File: config.mk
export PLATFORM = sky130hd
export DESIGN_NAME = pred_ctx_seq_flat
export DESIGN_NICKNAME = d
export VERILOG_FILES = /design/src/rtl/pred_ctx_pkg.sv /design/src/rtl/pred_ctx_seq_if.sv /design/src/rtl/pred_ctx_mem.sv /design/src/rtl/pred_ctx_seq.sv /design/src/flat_wrapper.sv
export SDC_FILE = /design/constraint.sdc
export NUM_CORES = 1
export LEC_CHECK = 0
export ABC_AREA = 1
export CAP_MARGIN = 20
export CORE_MARGIN = 3
export CORE_UTILIZATION = 45
export DETAILED_ROUTE_END_ITERATION = 8
export DONT_BUFFER_PORTS = 1
export GPL_TIMING_DRIVEN = 0
export HOLD_SLACK_MARGIN = 0.05
export PLACE_DENSITY_LB_ADDON = 0.12
export SLEW_MARGIN = 20
export SYNTH_ARGS = -nofsm -noshare
export SYNTH_HDL_FRONTEND = slang
export SYNTH_SLANG_ARGS = --single-unit
File: constraint.sdc
create_clock -name CLK -period 6 [get_ports CLK]
set_input_delay 1.2 -clock CLK [delete_from_list [all_inputs] [get_ports CLK]]
set_output_delay 1.2 -clock CLK [all_outputs]
set_load 0.005 [all_outputs]
File: src/rtl/pred_ctx_pkg.sv
// Shared definitions for the predicate-path context sequencer: context word
// layout, NOP constants and FSM state encoding.
package pred_ctx_pkg;

  localparam int CTX_W = 47;

  // Field widths of the context word
  localparam int IN_SEL_W  = 9;
  localparam int PUT_W     = 6;
  localparam int PRED_W    = 6;
  localparam int SEND_W    = 6;
  localparam int OUT_SEL_W = 9;
  localparam int PE2FU_W   = 4;

  // Bit offsets (LSB position) of each field inside the 47-bit word
  localparam int PE2FU_OFS   = 0;
  localparam int OUT_SEL_OFS = 4;
  localparam int SEND_OFS    = 13;
  localparam int PRED_OFS    = 19;
  localparam int WB_OFS      = 25;
  localparam int PUT_OUT_OFS = 26;
  localparam int PUT_IN_OFS  = 32;
  localparam int IN_SEL_OFS  = 38;

  // Packed layout, MSB first; field order matches the offsets above
  typedef struct packed {
    logic [IN_SEL_W-1:0]  in_sel;
    logic [PUT_W-1:0]     put_in;
    logic [PUT_W-1:0]     put_out;
    logic                 wb;
    logic [PRED_W-1:0]    pred_rd;
    logic [SEND_W-1:0]    send;
    logic [OUT_SEL_W-1:0] out_sel;
    logic [PE2FU_W-1:0]   pe2fu;
  } ctx_word_t;

  // Register 63 absorbs the put_in write the register file performs every cycle
  localparam logic [PUT_W-1:0]   SINK_ADDR = 6'd63;
  localparam logic [PE2FU_W-1:0] PE2FU_NOP = 4'b1111;

  localparam ctx_word_t NOP_WORD = '{
    in_sel:  '0,
    put_in:  SINK_ADDR,
    put_out: SINK_ADDR,
    wb:      1'b0,
    pred_rd: '0,
    send:    '0,
    out_sel: '0,
    pe2fu:   PE2FU_NOP
  };

  typedef enum logic [1:0] {
    ST_IDLE = 2'd0,
    ST_RUN  = 2'd1,
    ST_DONE = 2'd2
  } state_t;

endpackage

File: src/rtl/pred_ctx_seq_if.sv
// Configuration, control and predicate-crossbar control bundle of the
// context sequencer. master = loader/test side, slave = sequencer.
interface pred_ctx_seq_if #(
  parameter int CTX_AW = 4
);
  logic                         cfg_we;
  logic [CTX_AW-1:0]            cfg_addr;
  logic [pred_ctx_pkg::CTX_W-1:0] cfg_data;
  logic                         start;
  logic                         abort;
  logic                         stall;
  logic [CTX_AW-1:0]            last_pc;
  logic [7:0]                   loop_cnt;

  logic [8:0]                   control_in_p;
  logic [5:0]                   control_put_in_p;
  logic [5:0]                   control_put_out_p;
  logic                         write_back_p;
  logic [5:0]                   control_pred;
  logic [5:0]                   control_send_p;
  logic [8:0]                   control_out_p;
  logic [3:0]                   control_pe2fu_p;
  logic                         busy;
  logic                         done;
  logic [CTX_AW-1:0]            ctx_pc;
  logic                         conflict_err;

  modport master (
    output cfg_we, cfg_addr, cfg_data, start, abort, stall, last_pc, loop_cnt,
    input  control_in_p, control_put_in_p, control_put_out_p, write_back_p,
           control_pred, control_send_p, control_out_p, control_pe2fu_p,
           busy, done, ctx_pc, conflict_err
  );

  modport slave (
    input  cfg_we, cfg_addr, cfg_data, start, abort, stall, last_pc, loop_cnt,
    output control_in_p, control_put_in_p, control_put_out_p, write_back_p,
           control_pred, control_send_p, control_out_p, control_pe2fu_p,
           busy, done, ctx_pc, conflict_err
  );
endinterface

File: src/rtl/pred_ctx_mem.sv
// Context memory: CTX_DEPTH x 47 register array, synchronous write,
// asynchronous read. Contents are not reset.
module pred_ctx_mem
  import pred_ctx_pkg::*;
#(
  parameter int CTX_DEPTH = 16,
  parameter int CTX_AW    = 4
) (
  input  logic              clk,
  input  logic              we,
  input  logic [CTX_AW-1:0] waddr,
  input  ctx_word_t         wdata,
  input  logic [CTX_AW-1:0] raddr,
  output ctx_word_t         rdata
);

  ctx_word_t mem [CTX_DEPTH];

  // Write port; the caller gates we so that only IDLE writes land
  always_ff @(posedge clk) begin
    if (we) begin
      mem[waddr] <= wdata;
    end
  end

  assign rdata = mem[raddr];

endmodule

File: src/rtl/pred_ctx_seq.sv
// Predicate-path context sequencer for one PE. Steps through the context
// memory on start and drives the predicate register file / crossbar controls
// from registered outputs (NOP whenever nothing is issued).
// Optional feature macro: PRED_CTX_WBCHK_EN enables the write-back conflict
// checker; when undefined, conflict_err is tied low.
module pred_ctx_seq
  import pred_ctx_pkg::*;
#(
  parameter int CTX_DEPTH = 16,
  parameter int CTX_AW    = 4
) (
  input logic          CLK,
  input logic          RST,
  pred_ctx_seq_if.slave bus
);

  state_t            state;
  ctx_word_t         rd_word;
  ctx_word_t         out_word;
  logic [CTX_AW-1:0] rd_addr;
  logic              mem_we;

  // pc/iter name the next context to be issued; fin marks that the word on
  // the outputs is the final one of the final iteration
  logic [CTX_AW-1:0] pc;
  logic [7:0]        iter;
  logic              fin;
  logic [CTX_AW-1:0] lpc;
  logic [7:0]        imax;
  logic              busy_r;
  logic              done_r;
  logic [CTX_AW-1:0] ctx_pc_r;

  logic              at_end;
  logic              is_final;
  logic              start_acc;

  assign mem_we    = bus.cfg_we && (state == ST_IDLE);
  assign rd_addr   = (state == ST_RUN) ? pc : '0;
  assign at_end    = (pc == lpc);
  assign is_final  = at_end && (iter == imax);
  assign start_acc = (state == ST_IDLE) && bus.start && !bus.abort;

  pred_ctx_mem #(
    .CTX_DEPTH (CTX_DEPTH),
    .CTX_AW    (CTX_AW)
  ) u_mem (
    .clk   (CLK),
    .we    (mem_we),
    .waddr (bus.cfg_addr),
    .wdata (ctx_word_t'(bus.cfg_data)),
    .raddr (rd_addr),
    .rdata (rd_word)
  );

  // FSM, PC/iteration sequencing and registered control outputs
  always_ff @(posedge CLK) begin
    if (RST) begin
      state    <= ST_IDLE;
      out_word <= NOP_WORD;
      busy_r   <= 1'b0;
      done_r   <= 1'b0;
      ctx_pc_r <= '0;
      pc       <= '0;
      iter     <= '0;
      fin      <= 1'b0;
      lpc      <= '0;
      imax     <= '0;
    end else if (bus.abort) begin
      state    <= ST_IDLE;
      out_word <= NOP_WORD;
      busy_r   <= 1'b0;
      done_r   <= 1'b0;
      fin      <= 1'b0;
    end else begin
      case (state)
        ST_IDLE: begin
          out_word <= NOP_WORD;
          done_r   <= 1'b0;
          if (bus.start) begin
            // Context 0 is issued straight away; pc/iter then point past it
            state    <= ST_RUN;
            busy_r   <= 1'b1;
            out_word <= rd_word;
            ctx_pc_r <= '0;
            lpc      <= bus.last_pc;
            imax     <= (bus.loop_cnt == 8'd0) ? 8'd0 : bus.loop_cnt - 8'd1;
            fin      <= (bus.last_pc == '0) && (bus.loop_cnt <= 8'd1);
            pc       <= (bus.last_pc == '0) ? '0 : CTX_AW'(1);
            iter     <= (bus.last_pc == '0) ? 8'd1 : 8'd0;
          end
        end
        ST_RUN: begin
          if (bus.stall) begin
            out_word <= NOP_WORD;
          end else if (fin) begin
            state    <= ST_DONE;
            out_word <= NOP_WORD;
            busy_r   <= 1'b0;
            done_r   <= 1'b1;
            fin      <= 1'b0;
          end else begin
            out_word <= rd_word;
            ctx_pc_r <= pc;
            fin      <= is_final;
            if (at_end) begin
              pc   <= '0;
              iter <= iter + 8'd1;
            end else begin
              pc   <= pc + CTX_AW'(1);
            end
          end
        end
        ST_DONE: begin
          state    <= ST_IDLE;
          out_word <= NOP_WORD;
          done_r   <= 1'b0;
        end
        default: begin
          state    <= ST_IDLE;
          out_word <= NOP_WORD;
          busy_r   <= 1'b0;
          done_r   <= 1'b0;
        end
      endcase
    end
  end

`ifdef PRED_CTX_WBCHK_EN
  logic conflict_r;

  // Sticky flag for a word that writes back onto its own put_in register
  always_ff @(posedge CLK) begin
    if (RST) begin
      conflict_r <= 1'b0;
    end else if (start_acc) begin
      conflict_r <= 1'b0;
    end else if (out_word.wb && (out_word.put_out == out_word.put_in) &&
                 (out_word.put_in != SINK_ADDR)) begin
      conflict_r <= 1'b1;
    end
  end

  assign bus.conflict_err = conflict_r;
`else
  assign bus.conflict_err = 1'b0;
`endif

  assign bus.control_in_p      = out_word.in_sel;
  assign bus.control_put_in_p  = out_word.put_in;
  assign bus.control_put_out_p = out_word.put_out;
  assign bus.write_back_p      = out_word.wb;
  assign bus.control_pred      = out_word.pred_rd;
  assign bus.control_send_p    = out_word.send;
  assign bus.control_out_p     = out_word.out_sel;
  assign bus.control_pe2fu_p   = out_word.pe2fu;
  assign bus.busy              = busy_r;
  assign bus.done              = done_r;
  assign bus.ctx_pc            = ctx_pc_r;

endmodule

File: src/flat_wrapper.sv
// flat-port wrapper written by rule: the top's interface ports become plain ports
module pred_ctx_seq_flat import pred_ctx_pkg::*;
#(
  parameter int CTX_DEPTH = 16,
  parameter int CTX_AW    = 4
)
  (CLK, RST, bus_cfg_we, bus_cfg_addr, bus_cfg_data, bus_start, bus_abort, bus_stall, bus_last_pc, bus_loop_cnt, bus_control_in_p, bus_control_put_in_p, bus_control_put_out_p, bus_write_back_p, bus_control_pred, bus_control_send_p, bus_control_out_p, bus_control_pe2fu_p, bus_busy, bus_done, bus_ctx_pc, bus_conflict_err);
  pred_ctx_seq_if #(.CTX_AW(CTX_AW)) bus_i ();
  input logic CLK;
  input logic RST;
  input wire logic [$bits(bus_i.cfg_we)-1:0] bus_cfg_we;
  input wire logic [$bits(bus_i.cfg_addr)-1:0] bus_cfg_addr;
  input wire logic [$bits(bus_i.cfg_data)-1:0] bus_cfg_data;
  input wire logic [$bits(bus_i.start)-1:0] bus_start;
  input wire logic [$bits(bus_i.abort)-1:0] bus_abort;
  input wire logic [$bits(bus_i.stall)-1:0] bus_stall;
  input wire logic [$bits(bus_i.last_pc)-1:0] bus_last_pc;
  input wire logic [$bits(bus_i.loop_cnt)-1:0] bus_loop_cnt;
  output wire logic [$bits(bus_i.control_in_p)-1:0] bus_control_in_p;
  output wire logic [$bits(bus_i.control_put_in_p)-1:0] bus_control_put_in_p;
  output wire logic [$bits(bus_i.control_put_out_p)-1:0] bus_control_put_out_p;
  output wire logic [$bits(bus_i.write_back_p)-1:0] bus_write_back_p;
  output wire logic [$bits(bus_i.control_pred)-1:0] bus_control_pred;
  output wire logic [$bits(bus_i.control_send_p)-1:0] bus_control_send_p;
  output wire logic [$bits(bus_i.control_out_p)-1:0] bus_control_out_p;
  output wire logic [$bits(bus_i.control_pe2fu_p)-1:0] bus_control_pe2fu_p;
  output wire logic [$bits(bus_i.busy)-1:0] bus_busy;
  output wire logic [$bits(bus_i.done)-1:0] bus_done;
  output wire logic [$bits(bus_i.ctx_pc)-1:0] bus_ctx_pc;
  output wire logic [$bits(bus_i.conflict_err)-1:0] bus_conflict_err;
  assign bus_i.cfg_we = bus_cfg_we;
  assign bus_i.cfg_addr = bus_cfg_addr;
  assign bus_i.cfg_data = bus_cfg_data;
  assign bus_i.start = bus_start;
  assign bus_i.abort = bus_abort;
  assign bus_i.stall = bus_stall;
  assign bus_i.last_pc = bus_last_pc;
  assign bus_i.loop_cnt = bus_loop_cnt;
  assign bus_control_in_p = bus_i.control_in_p;
  assign bus_control_put_in_p = bus_i.control_put_in_p;
  assign bus_control_put_out_p = bus_i.control_put_out_p;
  assign bus_write_back_p = bus_i.write_back_p;
  assign bus_control_pred = bus_i.control_pred;
  assign bus_control_send_p = bus_i.control_send_p;
  assign bus_control_out_p = bus_i.control_out_p;
  assign bus_control_pe2fu_p = bus_i.control_pe2fu_p;
  assign bus_busy = bus_i.busy;
  assign bus_done = bus_i.done;
  assign bus_ctx_pc = bus_i.ctx_pc;
  assign bus_conflict_err = bus_i.conflict_err;
  pred_ctx_seq #(.CTX_DEPTH(CTX_DEPTH), .CTX_AW(CTX_AW)) u_core (.CLK(CLK), .RST(RST), .bus(bus_i));
endmodule
## Yosys cells after proc, flatten, opt, wreduce, memory -nomap -nowiden

Memory sizes are Yosys's and may differ from the RTL's.
Cells that the tools add are included.

- Register bits: 80
- RAM bits: 752
- Bits of input ports: 69
- Output and inout bits: 54
- Word-level logic and storage cells: 87
- Memories kept: 1

Memory list:

| name | depth | width | rd ports | clocked after Yosys merged registers in | write ports | line | source |
|---|---|---|---|---|---|---|---|
| u_core.u_mem.mem | 16 | 47 | 1 | 0 | 1 | pred_ctx_mem.sv:17 | `ctx_word_t mem [CTX_DEPTH];` |

- $add $sub $neg: 3
- Order comparisons: 1
- Equal/unequal tests: 9
- Multiplexer cells: 36
- Bitwise logic cells: 4
- Reductions and logical operators: 16

Operators by type and width:

| kind | count |
|---|---|
| $mux W47 | 3 |
| $pmux W47 S2 | 1 |
| $mux W8 | 5 |
| $mux W4 | 8 |
| $pmux W4 S2 | 2 |
| $pmux W8 S2 | 1 |
| $mux W1 | 10 |
| $reduce_and A3 Y1 | 3 |
| $add A8 B1 Y8 const B | 1 |
| $eq A8 B8 Y1 | 1 |
| $le A8 B1 Y1 const B | 1 |
| $logic_not A8 Y1 | 1 |
| $sub A8 B1 Y8 const B | 1 |
| $mux W2 | 3 |
| $ne A2 B2 Y1 const B | 3 |
| $reduce_and A6 Y1 | 1 |
| $reduce_and A5 Y1 | 1 |
| $add A4 B1 Y4 const B | 1 |
| $eq A4 B4 Y1 | 1 |
| $logic_not A4 Y1 | 1 |
| $ne A2 B1 Y1 const B | 2 |
| $not A1 Y1 | 4 |
| $pmux W2 S2 | 1 |
| $reduce_and A4 Y1 | 1 |
| 10 further kinds | 12 |

## Depth between registers and ports, before layout

An unclocked memory read counts as a cell.

- Depth after elaboration: 6
- Gate-level depth with buffers: 11
- Gate-level depth less buffers: 9

## By module

A second synthesis with hierarchy kept.

- Cell total of the unflattened synthesis: 3,499
- Area, all modules: 35,641.7 sq um

By module, submodules not included:

| module | instances | cells each | area an instance (sq um) | seq. area each (sq um) |
|---|---|---|---|---|
| pred_ctx_mem | 1 | 3,053 | 32,336.0 | 22,581.7 |
| pred_ctx_seq | 1 | 446 | 3,305.7 | 1,601.5 |

## Least setup slack after synthesis

Ideal clock, no wire load.

- Path type: input -> register
- Start: input port bus_cfg_we
- End: memory u_core.u_mem.mem[0][0] (netlist bit) (enable)
- Setup time: 0.452 ns
- Arrival time: 3.711 ns
- Data required time: 5.548 ns
- Path slack: 1.837 ns
- Stages: 3
- Buffers on the path: 0
- Cell sequence: nor3b_1 > nand3_1 > nor2_1

- Longest elaborated chain between the ends: 3

RTL lines:

| item | line | source |
|---|---|---|
| from (decl) | flat_wrapper.sv:11 | `input wire logic [$bits(bus_i.cfg_we)-1:0] bus_cfg_we;` |
| $logic_and A1 B1 Y1 | pred_ctx_seq.sv:38 | `assign mem_we = bus.cfg_we && (state == ST_IDLE);` |
| $mux W1 | pred_ctx_mem.sv:21 | `if (we) begin` |
| $mux W1 (implied by the code) | pred_ctx_mem.sv:22 | `mem[waddr] <= wdata;` |
| to (decl) | pred_ctx_mem.sv:17 |  |

Every way passes these cells.

## Final worst setup path

- Start: register u_core.state[0]
- End: memory u_core.u_mem.mem[8][18] (netlist bit) (enable)

- Longest elaborated chain between the ends: 4

RTL lines:

| item | line | source |
|---|---|---|
| from (decl) | pred_ctx_seq.sv:17 | `state_t state;` |
| from (signal assigned) | pred_ctx_seq.sv:59 | `state <= ST_IDLE;` |
| from (signal assigned) | pred_ctx_seq.sv:70 | `state <= ST_IDLE;` |
| from (signal assigned) | pred_ctx_seq.sv:82 | `state <= ST_RUN;` |
| $logic_not A2 Y1 | - |  |
| $logic_and A1 B1 Y1 | pred_ctx_seq.sv:38 |  |
| $mux W1 | pred_ctx_mem.sv:21 |  |
| $mux W1 (implied by the code) | pred_ctx_mem.sv:22 |  |

Every way passes these cells.

==> flow_metrics.py <==
metrics = {
    "cts": {
        "cts_tree": "built",
        "cts_buffers": 90,
        "htreeDepth": 3,
        "root_buffer": "clkbuf_16",
        "clk_pin_slew_worst_paths_ns": 0.06,
        "clk_path_buf_depth": 3,
        "postCtsHoldBufs": 0,
        "cts_sinks": 832,
        "cts_resized": 0,
        "cts_setup_buffers": 0,
        "clock_latency_ns": 0.64,
    },
    "logic_synthesis": {
        "ys.flop_type": "edfxtp_1",
        "ys_warn_count": 0,
        "mappedNetlistNets": 3130,
        "ys_types": 39,
        "ys_ff_latch": 832,
        "synth-edff-count": 752,
        "synth_area_mm2": 0.0341,
        "avgSynthCellArea_um2": 11.2,
        "synth-async-reset-ratio_pct": 0,
        "seq_area_frac_synth_pct": 70.9,
        "synth_cells": 3056,
    },
    "timing": {
        "setup_viol": 0,
        "rsz0062_at_grt": "no",
        "drv_slew": 0,
        "hold_viol": 0,
        "period_needed_ns": 3.16,
        "fmax_mhz": 316,
        "slew_headroom_pct": 36.1,
        "tightest_slew_ns": 0.958,
        "setup_tns_ns": 0,
        "timing.final.crit_share_pct": 52.7,
        "skew_ns": 0.0176,
    },
    "critical_path": {
        "cp.arrival_ns": 3.48,
        "cp_max_fo": 22,
        "r2r_slack_ns": 2.84,
        "reg2reg_from": "u_core.state[0]",
        "worstRegToRegCells": 8,
        "r2r-end": "u_core.u_mem.mem[8][18]",
        "cp.required_ns": 6.32,
        "critPathKind": "flop to flop",
        "cp-start-kind": "flop",
        "endpoint_kind": "flop",
    },
    "floorplan": {
        "die_area_mm2": 0.0792,
        "rows": 100,
        "coreArea_mm2": 0.0748,
        "die_y_um": 281,
        "start_util_pct": 45.6,
        "io_pins": 123,
        "die_x_um": 281,
    },
    "routing": {
        "wl_per_cell_um": 22.9,
        "vias": 22800,
        "drtIter0Drc": 2195,
        "drc": 0,
        "via_per_inst": 5.39,
        "finalWirelength_mm": 96.7,
        "detail-route-antenna-nets": 0,
        "first_pass_iters": 5,
    },
    "placed_design": {
        "port_buffers": 0,
        "dp_hpwl_mm": 67.1,
        "gp_congestion": 0.842,
        "place_inst": 4057,
    },
    "global_route": {
        "antenna_found_initial": 3,
        "grt_use_total_pct": 24.5,
        "grt_first_pass_wirelength_mm": 142,
        "grt_max_degree": 24,
        "grt_pass1_vias": 22400,
        "grt_overflow_total": 0,
    },
    "finish": {
        "finalNonFillerCells": 4226,
        "register_area_mm2": 0.0242,
        "multiInputGateArea_mm2": 0.00816,
        "fillerInstances": 6486,
        "final_util_pct": 52.3,
        "final_common_cell": "nand2_1",
        "area_growth_pct": 14.7,
        "drive_gt1_share_pct": 10.3,
        "final_cell_mix": "nand2_1 (753), edfxtp_1 (752), nand3_1 (519)",
        "antenna_cells": 0,
        "nets": 3254,
    },
    "pwr": {
        "power_density_mw_per_mm2": 318,
        "totalPowerFinal_uw": 12400,
        "peakVddDrop_mv": 0.249,
        "p_leak_uw": 0.0148,
    },
    "hold_path": {
        "whs_path_depth": 2,
        "hold_path.class": "flop to flop",
        "hold_start": "u_core.imax[2]",
        "whs_endpoint": "u_core.imax[2]",
    },
    "flow_run": {
        "drv_cap": 0,
    },
    "outcome": {
        "status": "complete, no violations",
    },
}
## kinds of logic (layout without fill, tap and decap cells)
logic type	Yosys count	count (layout)	synth area share (%)
buffers and inverters	424	625	5.58
other	1	1	0.0110
xor gates and xnor gates	9	9	0.231
adders and majority gates	5	5	0.183
and+or+nand+nor	1616	1616	20.5
AOI/OAI and AO/OA	169	169	2.61
DFF	832	832	70.9
## through the flow
step,worst slack [ns],hold WS (ns),cell area [µm²]
after floorplan,1.84,0.444,34100
after global placement,-0.684,0.463,35300
after detailed placement,2.55,0.459,36100
after CTS,2.87,0.468,39100
after global routing,2.68,0.486,39100
final,2.84,0.469,39100
## power breakdown
group	internal (µW)	switching, µW
combinational	110	306
clock	3360	2230
sequential	6400	23.4
## worst max-delay path by stage
| stage | startpoint | to | slack (ns) |
|---|---|---|---|
| 6_report | u_core.state[0] | u_core.u_mem.mem[8][18] | 2.84 |
| 5_1_grt | u_core.state[0] | u_core.u_mem.mem[8][18] | 2.68 |
| 4_1_cts | u_core.state[0] | u_core.u_mem.mem[8][18] | 2.87 |
| 3_5_place_dp | bus_cfg_we | u_core.u_mem.mem[8][18] | 2.55 |
| 3_3_place_gp | bus_cfg_we | u_core.u_mem.mem[14][38] | -0.68 |
| 2_1_floorplan | bus_cfg_we | u_core.u_mem.mem[0][0] | 1.84 |
## per-layer routing
metal / global-route usage (%) / vias up / part of all wire, %
met2: 42.5 / 790 / 50
met4: 8.04 / 0 / 2.6
met3: 3.52 / 154 / 6.2
li1: - / 10700 / -
met5: 0 / - / 0
met1: 31.8 / 11100 / 41
## sequential cells by signal (all words and copies together) (netlist names), 4 cells and up
name,count
u_core.lpc,4
u_core.bus.control_out_p,9
u_core.imax,8
u_core.pc,4
u_core.bus.control_pred,6
u_core.iter,8
u_core.bus.control_pe2fu_p,4
u_core.bus.control_put_in_p,6
u_core.bus.control_in_p,9
u_core.bus.control_put_out_p,6
u_core.u_mem.mem,752
u_core.bus.control_send_p,6
u_core.bus.ctx_pc,4
## cell type report
cell class | count | area share, %
buffer | 186 | 2.57
sequential | 832 | 61.8
tap | 969 | 3.10
clock buffer | 127 | 6.56
clock inverter | 42 | 1.10
timing repair buffer | 32 | 1.75
multi-input combinational | 1800 | 20.9
inverter | 238 | 2.29
## critical path, stage by stage, from the launching register on
cell      delay, ns
dfxtp_1        0.31
buf_6          0.14
clkbuf_8       0.19
buf_2          0.22
nor3b_1        0.38
nand3_1        0.41
nor2_4         0.69
buf_16         0.25
buf_12         0.20
## cell usage after synthesis (7+ instances only)
library cell | n | share of area (%)
a21oi_1 | 49 | 0.72
a21oi_2 | 8 | 0.21
buf_2 | 90 | 1.3
buf_4 | 21 | 0.46
clkbuf_1 | 60 | 0.66
clkbuf_8 | 7 | 0.28
dfxtp_1 | 80 | 4.7
edfxtp_1 | 752 | 66
inv_1 | 232 | 2.6
nand2_1 | 753 | 8.3
nand3_1 | 519 | 7.6
nand3b_1 | 11 | 0.24
nand4_1 | 65 | 1.2
nor2_1 | 245 | 2.7
o21ai_0 | 80 | 1.2
o21ai_1 | 26 | 0.38
or2_2 | 14 | 0.26
No activity file was read; power rests on OpenSTA's default activity.
